[src/rtl/mem_arbiter.sv]
// mem_arbiter: shares one memory port between the CPU datapath and the
// debug/loader port with starvation-bounded ownership.
module mem_arbiter #(
  parameter int ADDR_W   = 32,
  parameter int DATA_W   = 32,
  parameter int MAX_HOLD = 8
) (
  input  logic              clk,
  input  logic              rst,
  input  logic              cpu_req,
  input  logic              cpu_we,
  input  logic [ADDR_W-1:0] cpu_addr,
  input  logic [DATA_W-1:0] cpu_wdata,
  output logic              cpu_gnt,
  output logic              cpu_rvalid,
  output logic [DATA_W-1:0] cpu_rdata,
  output logic              cpu_stall,
  input  logic              dbg_req,
  input  logic              dbg_we,
  input  logic [ADDR_W-1:0] dbg_addr,
  input  logic [DATA_W-1:0] dbg_wdata,
  output logic              dbg_gnt,
  output logic              dbg_rvalid,
  output logic [DATA_W-1:0] dbg_rdata,
  output logic              mem_en,
  output logic              mem_we,
  output logic [ADDR_W-1:0] mem_addr,
  output logic [DATA_W-1:0] mem_wdata,
  input  logic [DATA_W-1:0] mem_rdata
);

  localparam int HOLD_W = $clog2(MAX_HOLD + 1);
  localparam logic [HOLD_W-1:0] HOLD_MAX = HOLD_W'(MAX_HOLD);
  localparam logic [HOLD_W-1:0] HOLD_ONE = HOLD_W'(1);

  typedef enum logic {
    OWN_CPU = 1'b0,
    OWN_DBG = 1'b1
  } owner_t;

  typedef struct packed {
    logic              we;
    logic [ADDR_W-1:0] addr;
    logic [DATA_W-1:0] wdata;
  } acc_t;

  owner_t            owner_q, owner_d;
  logic [HOLD_W-1:0] hold_q, hold_d;
  logic              rd_pend_cpu_q;
  logic              rd_pend_dbg_q;
  logic              cpu_win, dbg_win;
  logic              both;
  acc_t              cpu_acc, dbg_acc, win_acc;

  assign both = cpu_req & dbg_req;

  always_ff @(posedge clk or negedge rst) begin
    if (!rst) begin
      owner_q       <= OWN_CPU;
      hold_q        <= '0;
      rd_pend_cpu_q <= 1'b0;
      rd_pend_dbg_q <= 1'b0;
    end else begin
      owner_q       <= owner_d;
      hold_q        <= hold_d;
      rd_pend_cpu_q <= cpu_gnt & ~cpu_we;
      rd_pend_dbg_q <= dbg_gnt & ~dbg_we;
    end
  end

  always_comb begin
    cpu_win = 1'b0;
    dbg_win = 1'b0;
    owner_d = owner_q;
    hold_d  = hold_q;
    unique case (1'b1)
      (cpu_req & ~dbg_req): begin
        cpu_win = 1'b1;
        owner_d = OWN_CPU;
        hold_d  = '0;
      end
      (dbg_req & ~cpu_req): begin
        dbg_win = 1'b1;
        owner_d = OWN_DBG;
        hold_d  = '0;
      end
      (both & (hold_q < HOLD_MAX)): begin
        cpu_win = (owner_q == OWN_CPU);
        dbg_win = (owner_q == OWN_DBG);
        hold_d  = hold_q + HOLD_ONE;
      end
      (both & (hold_q >= HOLD_MAX)): begin
        // owner has used its quota; hand over to the waiting port
        cpu_win = (owner_q == OWN_DBG);
        dbg_win = (owner_q == OWN_CPU);
        owner_d = (owner_q == OWN_CPU) ? OWN_DBG : OWN_CPU;
        hold_d  = HOLD_ONE;
      end
      default: ;
    endcase
  end

  // grants are forced low while reset is held, even with requests up
  assign cpu_gnt   = cpu_win & rst;
  assign dbg_gnt   = dbg_win & rst;
  assign cpu_stall = cpu_req & ~cpu_gnt;

  assign cpu_acc = '{we: cpu_we, addr: cpu_addr, wdata: cpu_wdata};
  assign dbg_acc = '{we: dbg_we, addr: dbg_addr, wdata: dbg_wdata};
  assign win_acc = dbg_gnt ? dbg_acc : cpu_acc;

  assign mem_en    = cpu_gnt | dbg_gnt;
  assign mem_we    = mem_en & win_acc.we;
  assign mem_addr  = win_acc.addr;
  assign mem_wdata = win_acc.wdata;

  assign cpu_rvalid = rd_pend_cpu_q;
  assign dbg_rvalid = rd_pend_dbg_q;
  assign cpu_rdata  = mem_rdata;
  assign dbg_rdata  = mem_rdata;

endmodule

[config.mk]
export PLATFORM = sky130hd
export DESIGN_NAME = mem_arbiter
export DESIGN_NICKNAME = d
export VERILOG_FILES = /design/src/rtl/mem_arbiter.sv
export SDC_FILE = /design/constraint.sdc
export NUM_CORES = 1
export LEC_CHECK = 0
export ABC_AREA = 1
export CORE_AREA = 2 2 117 119
export DETAILED_ROUTE_END_ITERATION = 7
export DIE_AREA = 0 0 119 121
export PLACE_DENSITY = 0.51
export SLEW_MARGIN = 20
export SYNTH_ARGS = -nofsm -noshare
export SYNTH_HDL_FRONTEND = slang
export SYNTH_SLANG_ARGS = --single-unit
export TNS_END_PERCENT = 1
[constraint.sdc]
create_clock -name clk -period 3.93 [get_ports clk]
set_clock_uncertainty 0.05 [all_clocks]
set_input_delay 0.5895 -clock clk [delete_from_list [all_inputs] [get_ports clk]]
set_output_delay 0.5895 -clock clk [all_outputs]
set_load 0.1 [all_outputs]
==> impl_metrics.env, run 1 <==
export IMPL_peakVddDrop_v=0.000128
export IMPL_drc=0
export IMPL_fin_crit_ns=3.11
export IMPL_avgSynthCellArea_um2=5.37
export IMPL_grt_remaining_overflow=0
export IMPL_crit_path_frequent_cell="nand2_1"
export IMPL_p_leak_nw=2.02
export IMPL_grt_pass1_vias=2403
export IMPL_syn2layout_area_growth_pct=139
export IMPL_design_area_um2=4190
export IMPL_yosys_area_top_type="nand2_1"
export IMPL_grt_max_degree=35
export IMPL_ant_nets=0
export IMPL_dr_total_vias=2365
export IMPL_final_seq_area_um2=175
export IMPL_max_slew_margin_rel_pct=34.4
export IMPL_place_area_um2=4110
export IMPL_die_area_um2=14400
export IMPL_wl_mm=8.13
export IMPL_dr_pass1_iters=4
export IMPL_synth_edf_count=0
export IMPL_dp_hpwl_mm=7.00
export IMPL_die_w_um=119
export IMPL_utilization_pct=32.0
export IMPL_slew_violations=0
export IMPL_rsz0062_at_grt="no"
export IMPL_cts_setup_buffers=0
export IMPL_synth_most_common_cell="nand2_1"
export IMPL_io_pins=301
export IMPL_tightest_slew_ns=0.981
export IMPL_clock_tree_buffer_depth=2
export IMPL_highest_layer="met4"
export IMPL_cts_resized=0
export IMPL_drt_met1_wl_mm=3.05
export IMPL_cts_hold_buffers=0
export IMPL_dp_cells=632
export IMPL_path_cells="clkdlybuf4s50_1 > ha_1 > nor2_1 > nor2_2 > nand2_2 > inv_2 > buf_4 > nand2_1 > nand2_1 > buf_12"
export IMPL_path_clk_slew_ns=0.04
export IMPL_hold_viol=0
export IMPL_crit_type="in -> out"
export IMPL_crit_fanout=34
export IMPL_vias_per_cell=3.72
export IMPL_cts_inserted_buffers=3
export IMPL_crit_path_max_incr_delay_ns=0.51
export IMPL_timing_critical_path_arrival_ns=2.47
export IMPL_fp_dieH_um=121
export IMPL_clock_sinks=7
export IMPL_cts_root_buffer="clkbuf_16"
export IMPL_dr_wl_met3_mm=1.09
export IMPL_whs_endpoint="owner_q"
export IMPL_ys_seq_area_share_pct=10.0
export IMPL_fin_setup_tns_ns=0
export IMPL_num_rows=42
export IMPL_drtIter0Drc=56
export IMPL_nFillCells=1393
export IMPL_track_usage_pct=10.7
export IMPL_clk_latency_ns=0.23
export IMPL_async_flop_share_pct=100
export IMPL_cts_htree_levels=1
export IMPL_netlist_top_cells_area="nand2_1 43%, buf_4 29%, dfrtp_1 10%, buf_6 3.9%, ha_1 3.6%"
export IMPL_max_cap_violations=0
export IMPL_port_buffers=204
export IMPL_r2r_setup_slack_ns=2.61
export IMPL_start_util_pct=13.4
export IMPL_grt_antenna_before_repair=0
export IMPL_place_gp_congestion=0.765
export IMPL_min_path_cells=1
export IMPL_routedWlPerCell_um=12.8
export IMPL_cp_required_ns=3.29
export IMPL_multi_input_area_um2=927
export IMPL_synth_nets=497
export IMPL_endpoint_kind="output port"
export IMPL_hp_start="owner_q"
export IMPL_power_density_nw_per_um2=325
export IMPL_reg2reg_depth=6
export IMPL_nNetsFinal=632
export IMPL_wl_met2_mm=3.88
export IMPL_syn_cell_area_um2=1750
export IMPL_finalCritPeriodShare_pct=79.2
export IMPL_cp_start_kind="input port"
export IMPL_ys_types=16
export IMPL_hold_path_class="reg -> reg"
export IMPL_r2r_start="hold_q[3]"
export IMPL_finalSetupViolCount=0
export IMPL_core_area_um2=13100
export IMPL_synth_top_cell_area_share_pct=43.3
export IMPL_drive_gt1_share_pct=17.4
export IMPL_layout_cells_non_filler=636
export IMPL_ys_ff_latch=7
export IMPL_cts_tree="built"
export IMPL_netlist_instances=326
export IMPL_r2r_end="dbg_rvalid"
export IMPL_yosysWarnings=0
export IMPL_netlist_top_cells_count="202 x nand2_1, 68 x buf_4, 11 x inv_1"
export IMPL_fmaxAchievable_mhz=321
export IMPL_cp_slowest_cell="clkdlybuf4s50_1"
export IMPL_diodes=0
export IMPL_synthFlopType="dfrtp_1"
export IMPL_grt_pass1_wl_mm=12.4
export IMPL_status="finished clean"
-- metal layers --
layer	up-vias	global-route usage (%)
met4	0	2.53
li1	1176	-
met3	16	5.03
met5	-	0
met1	990	11.8
met2	183	18.5
-- where the power goes --
part           internal [mW]  total, mW  switching (mW)  leakage [nW]
logic                  0.413       1.10           0.692          1.89
registers             0.0777     0.0820         0.00423        0.0927
clock network          0.135      0.176          0.0406        0.0382
total                  0.626       1.36           0.737          2.02
-- through the flow --
stage               setup slack (ns)  hold WS, ns  power (mW)
CTS                            0.771        0.500        1.38
global placement               0.820        0.471        1.19
finish                         0.817        0.503        1.36
detailed placement             0.784        0.489        1.19
global route                   0.608        0.542        1.41
floorplan                      0.459        0.244        1.02
-- cells by family after synthesis --
group	share of synthesized area, %
DFF	10.0
AOI/OAI and AO/OA	2.50
adders and majority gates	3.58
buffers and inverters	37.0
and+or+nand+nor	46.9
-- layout make-up --
cell class,count,area share (%)
repair buffers,208,65.4
inverters,13,1.17
clock buffers,4,1.88
well taps,176,5.26
multi-input cells,228,22.1
flip-flops and latches,7,4.18
-- layout by cell type, fill, tap and decap left out --
| cell type | count |
|---|---|
| a21oi_1 | 1 |
| buf_12 | 67 |
| buf_4 | 6 |
| clkbuf_1 | 1 |
| clkbuf_16 | 3 |
| clkdlybuf4s50_1 | 135 |
| dfrtp_1 | 7 |
| ha_1 | 5 |
| inv_1 | 11 |
| inv_2 | 2 |
| nand2_1 | 202 |
| nand2_2 | 1 |
| nand3_1 | 7 |
| nor2_1 | 4 |
| nor2_2 | 1 |
| o211ai_1 | 1 |
| o21ai_0 | 5 |
| o22ai_1 | 1 |
-- critical path: cells and delay by family --
| family | cells | cell delay, ns |
|---|---|---|
| and+or+nand+nor | 5 | 0.51 |
| adders and majority gates | 1 | 0.27 |
| buffers and inverters | 4 | 1.07 |
-- flip-flops by register name, summed over array words and instances, names as in the netlist --
name	flops
owner_q	1
cpu_rvalid	1
hold_q	4
dbg_rvalid	1
-- worst max path at each step --
stage | startpoint | endpoint | slack, ns | depth (start not counted)
after floorplan | cpu_req | cpu_stall | 0.46 | 6
after global placement | cpu_req | mem_addr[20] | 0.82 | 10
after detailed placement | rst | mem_addr[27] | 0.78 | 9
after CTS | rst | mem_addr[27] | 0.77 | 9
after global routing | rst | mem_wdata[9] | 0.61 | 9
final | dbg_req | mem_addr[29] | 0.82 | 10
(Power assumes the default switching activity.)
==> inputs of run 2 (changes only) <==
--- a/config.mk
+++ b/config.mk
@@ -6,10 +6,10 @@
 export NUM_CORES = 1
 export LEC_CHECK = 0
 export ABC_AREA = 1
-export CORE_AREA = 2 2 117 119
+export CORE_AREA = 2 2 116 118
 export DETAILED_ROUTE_END_ITERATION = 7
-export DIE_AREA = 0 0 119 121
-export PLACE_DENSITY = 0.51
+export DIE_AREA = 0 0 118 120
+export PLACE_DENSITY = 0.52
 export SLEW_MARGIN = 20
 export SYNTH_ARGS = -nofsm -noshare
 export SYNTH_HDL_FRONTEND = slang
==> constraint.sdc (replaced) <==
create_clock -name clk -period 3.05 [get_ports clk]
set_clock_uncertainty 0.05 [all_clocks]
set_input_delay 0.4575 -clock clk [delete_from_list [all_inputs] [get_ports clk]]
set_output_delay 0.4575 -clock clk [all_outputs]
set_load 0.1 [all_outputs]
==> run 2 against run 1 <==
Compared with the run above: wire length fell by 3.2%; non-clock buffer count rose by 1; setup slack worse by 0.54 ns; final cell count rose by 0.16%; design area is 1.9% higher; total power is 31% higher.
==> impl_metrics.env, run 2 (synthesis gave the netlist of run 1 again) <==
export IMPL_p_leak_nw=2.05
export IMPL_drtIter0Drc=55
export IMPL_hold_path_class="in -> async"
export IMPL_clock_tree_buffer_depth=2
export IMPL_cp_required_ns=2.54
export IMPL_syn2layout_area_growth_pct=144
export IMPL_fp_dieH_um=120
export IMPL_grt_remaining_overflow=0
export IMPL_track_usage_pct=10.4
export IMPL_cp_start_kind="input port"
export IMPL_cts_resized=0
export IMPL_multi_input_area_um2=930
export IMPL_cts_tree="built"
export IMPL_dp_hpwl_mm=6.65
export IMPL_port_buffers=204
export IMPL_cp_slowest_cell="clkdlybuf4s50_1"
export IMPL_diodes=0
export IMPL_largest_reg_flops=4
export IMPL_fmaxAchievable_mhz=360
export IMPL_grt_max_degree=35
export IMPL_r2r_start="hold_q[3]"
export IMPL_finalSetupViolCount=0
export IMPL_path_cells="clkdlybuf4s50_1 > ha_1 > nor2_1 > nor2_2 > nand2_2 > inv_2 > buf_12 > nand2_1 > nand2_1 > buf_12"
export IMPL_power_density_nw_per_um2=418
export IMPL_nFillCells=1350
export IMPL_grt_pass1_vias=2408
export IMPL_start_util_pct=13.5
export IMPL_num_rows=42
export IMPL_fin_crit_ns=2.78
export IMPL_cts_htree_levels=1
export IMPL_timing_critical_path_arrival_ns=2.27
export IMPL_max_cap_violations=0
export IMPL_drive_gt1_share_pct=18.2
export IMPL_grt_antenna_before_repair=0
export IMPL_dr_pass1_iters=4
export IMPL_endpoint_kind="output port"
export IMPL_routedWlPerCell_um=12.4
export IMPL_layout_common_cells="202 x nand2_1, 133 x clkdlybuf4s50_1, 73 x buf_12"
export IMPL_max_slew_margin_rel_pct=81.0
export IMPL_cts_inserted_buffers=3
export IMPL_final_seq_area_um2=175
export IMPL_core_area_um2=13000
export IMPL_hold_viol=0
export IMPL_io_pins=301
export IMPL_drc=0
export IMPL_place_gp_congestion=0.868
export IMPL_fin_setup_tns_ns=0
export IMPL_tightest_slew_ns=0.288
export IMPL_crit_type="in -> out"
export IMPL_grt_pass1_wl_mm=11.9
export IMPL_clk_latency_ns=0.24
export IMPL_clock_sinks=7
export IMPL_path_buf_inv=4
export IMPL_layout_commonest_cell="nand2_1"
export IMPL_cp_top_family="buffers and inverters"
export IMPL_crit_path_start="dbg_req"
export IMPL_largest_register="hold_q"
export IMPL_status="finished clean"
export IMPL_die_area_um2=14200
export IMPL_path_clk_slew_ns=0.04
export IMPL_die_w_um=118
export IMPL_finalCritPeriodShare_pct=91.0
export IMPL_cts_setup_buffers=0
export IMPL_peakVddDrop_v=0.000186
export IMPL_rsz0062_at_grt="no"
export IMPL_ant_nets=0
export IMPL_vias_per_cell=3.76
export IMPL_utilization_pct=32.9
export IMPL_slew_violations=0
export IMPL_cts_hold_buffers=0
export IMPL_crit_fanout=33
export IMPL_nNetsFinal=633
export IMPL_dr_total_vias=2398
export IMPL_crit_path_max_incr_delay_ns=0.52
export IMPL_cts_root_buffer="clkbuf_16"
export IMPL_wl_mm=7.87
==> run 2: cell types whose count changed in the layout (fill, tap and decap cells not counted) <==
cell,previous run,this run
clkdlybuf4s50_1,135,133
buf_4,6,3
nor2_2,1,2
nor2_1,4,3
buf_12,67,73
==> run 2: worst paths after layout <==
path                                 end  slack (ns)  cells after the start
max in group asynchronous      hold_q[3]        2.32                      2
max reg2reg                   dbg_rvalid        1.81                      6
max                        mem_wdata[14]        0.27                     10
min in group clk                 owner_q        0.53                      1
min reg2reg                      owner_q        0.53                      1
min                           cpu_rvalid        0.50                      2
==> run 2: area by class of cell <==
class / instances / area share (%)
Tap cell: 176 / 5.16
Inverter: 13 / 1.14
Timing Repair Buffer: 209 / 66.0
Multi-Input combinational cell: 228 / 21.8
Sequential cell: 7 / 4.10
Clock buffer: 4 / 1.85
==> run 2: worst register-to-register path, stage by stage, from the launching register on <==
cell     delay, ns
dfrtp_1       0.39
inv_2         0.07
nand2_1       0.09
nand3_1       0.11
nand2_2       0.15
buf_12        0.20
nor2_1        0.06
==> run 2: per-stage QoR <==
step	worst slack, ns	hold WS, ns	instance area (um2)	power, mW	std cells
finish	0.274	0.498	4270	1.78	637
global route	0.118	0.538	4270	1.84	637
CTS	0.254	0.509	4270	1.80	637
detailed placement	0.256	0.498	4190	1.56	633
global placement	0.291	0.480	4190	1.55	633
floorplan	0.0612	0.112	1750	1.31	326
==> run 2: per-layer routing <==
layer / part of all wire [%] / vias up / track usage [%] / wire length [um]
met5: 0 / - / 0 / 0
met3: 13 / 11 / 4.80 / 1020
met2: 48 / 173 / 19.1 / 3810
met4: 2.0 / 0 / 3.46 / 154
met1: 37 / 1037 / 10.4 / 2880
li1: - / 1177 / - / -
==> run 2: report_power, final <==
group | switching [mW] | leakage [nW] | total, mW | internal [mW]
logic | 0.894 | 1.92 | 1.44 | 0.547
registers | 0.00604 | 0.0927 | 0.106 | 0.100
clock network | 0.0597 | 0.0382 | 0.235 | 0.175
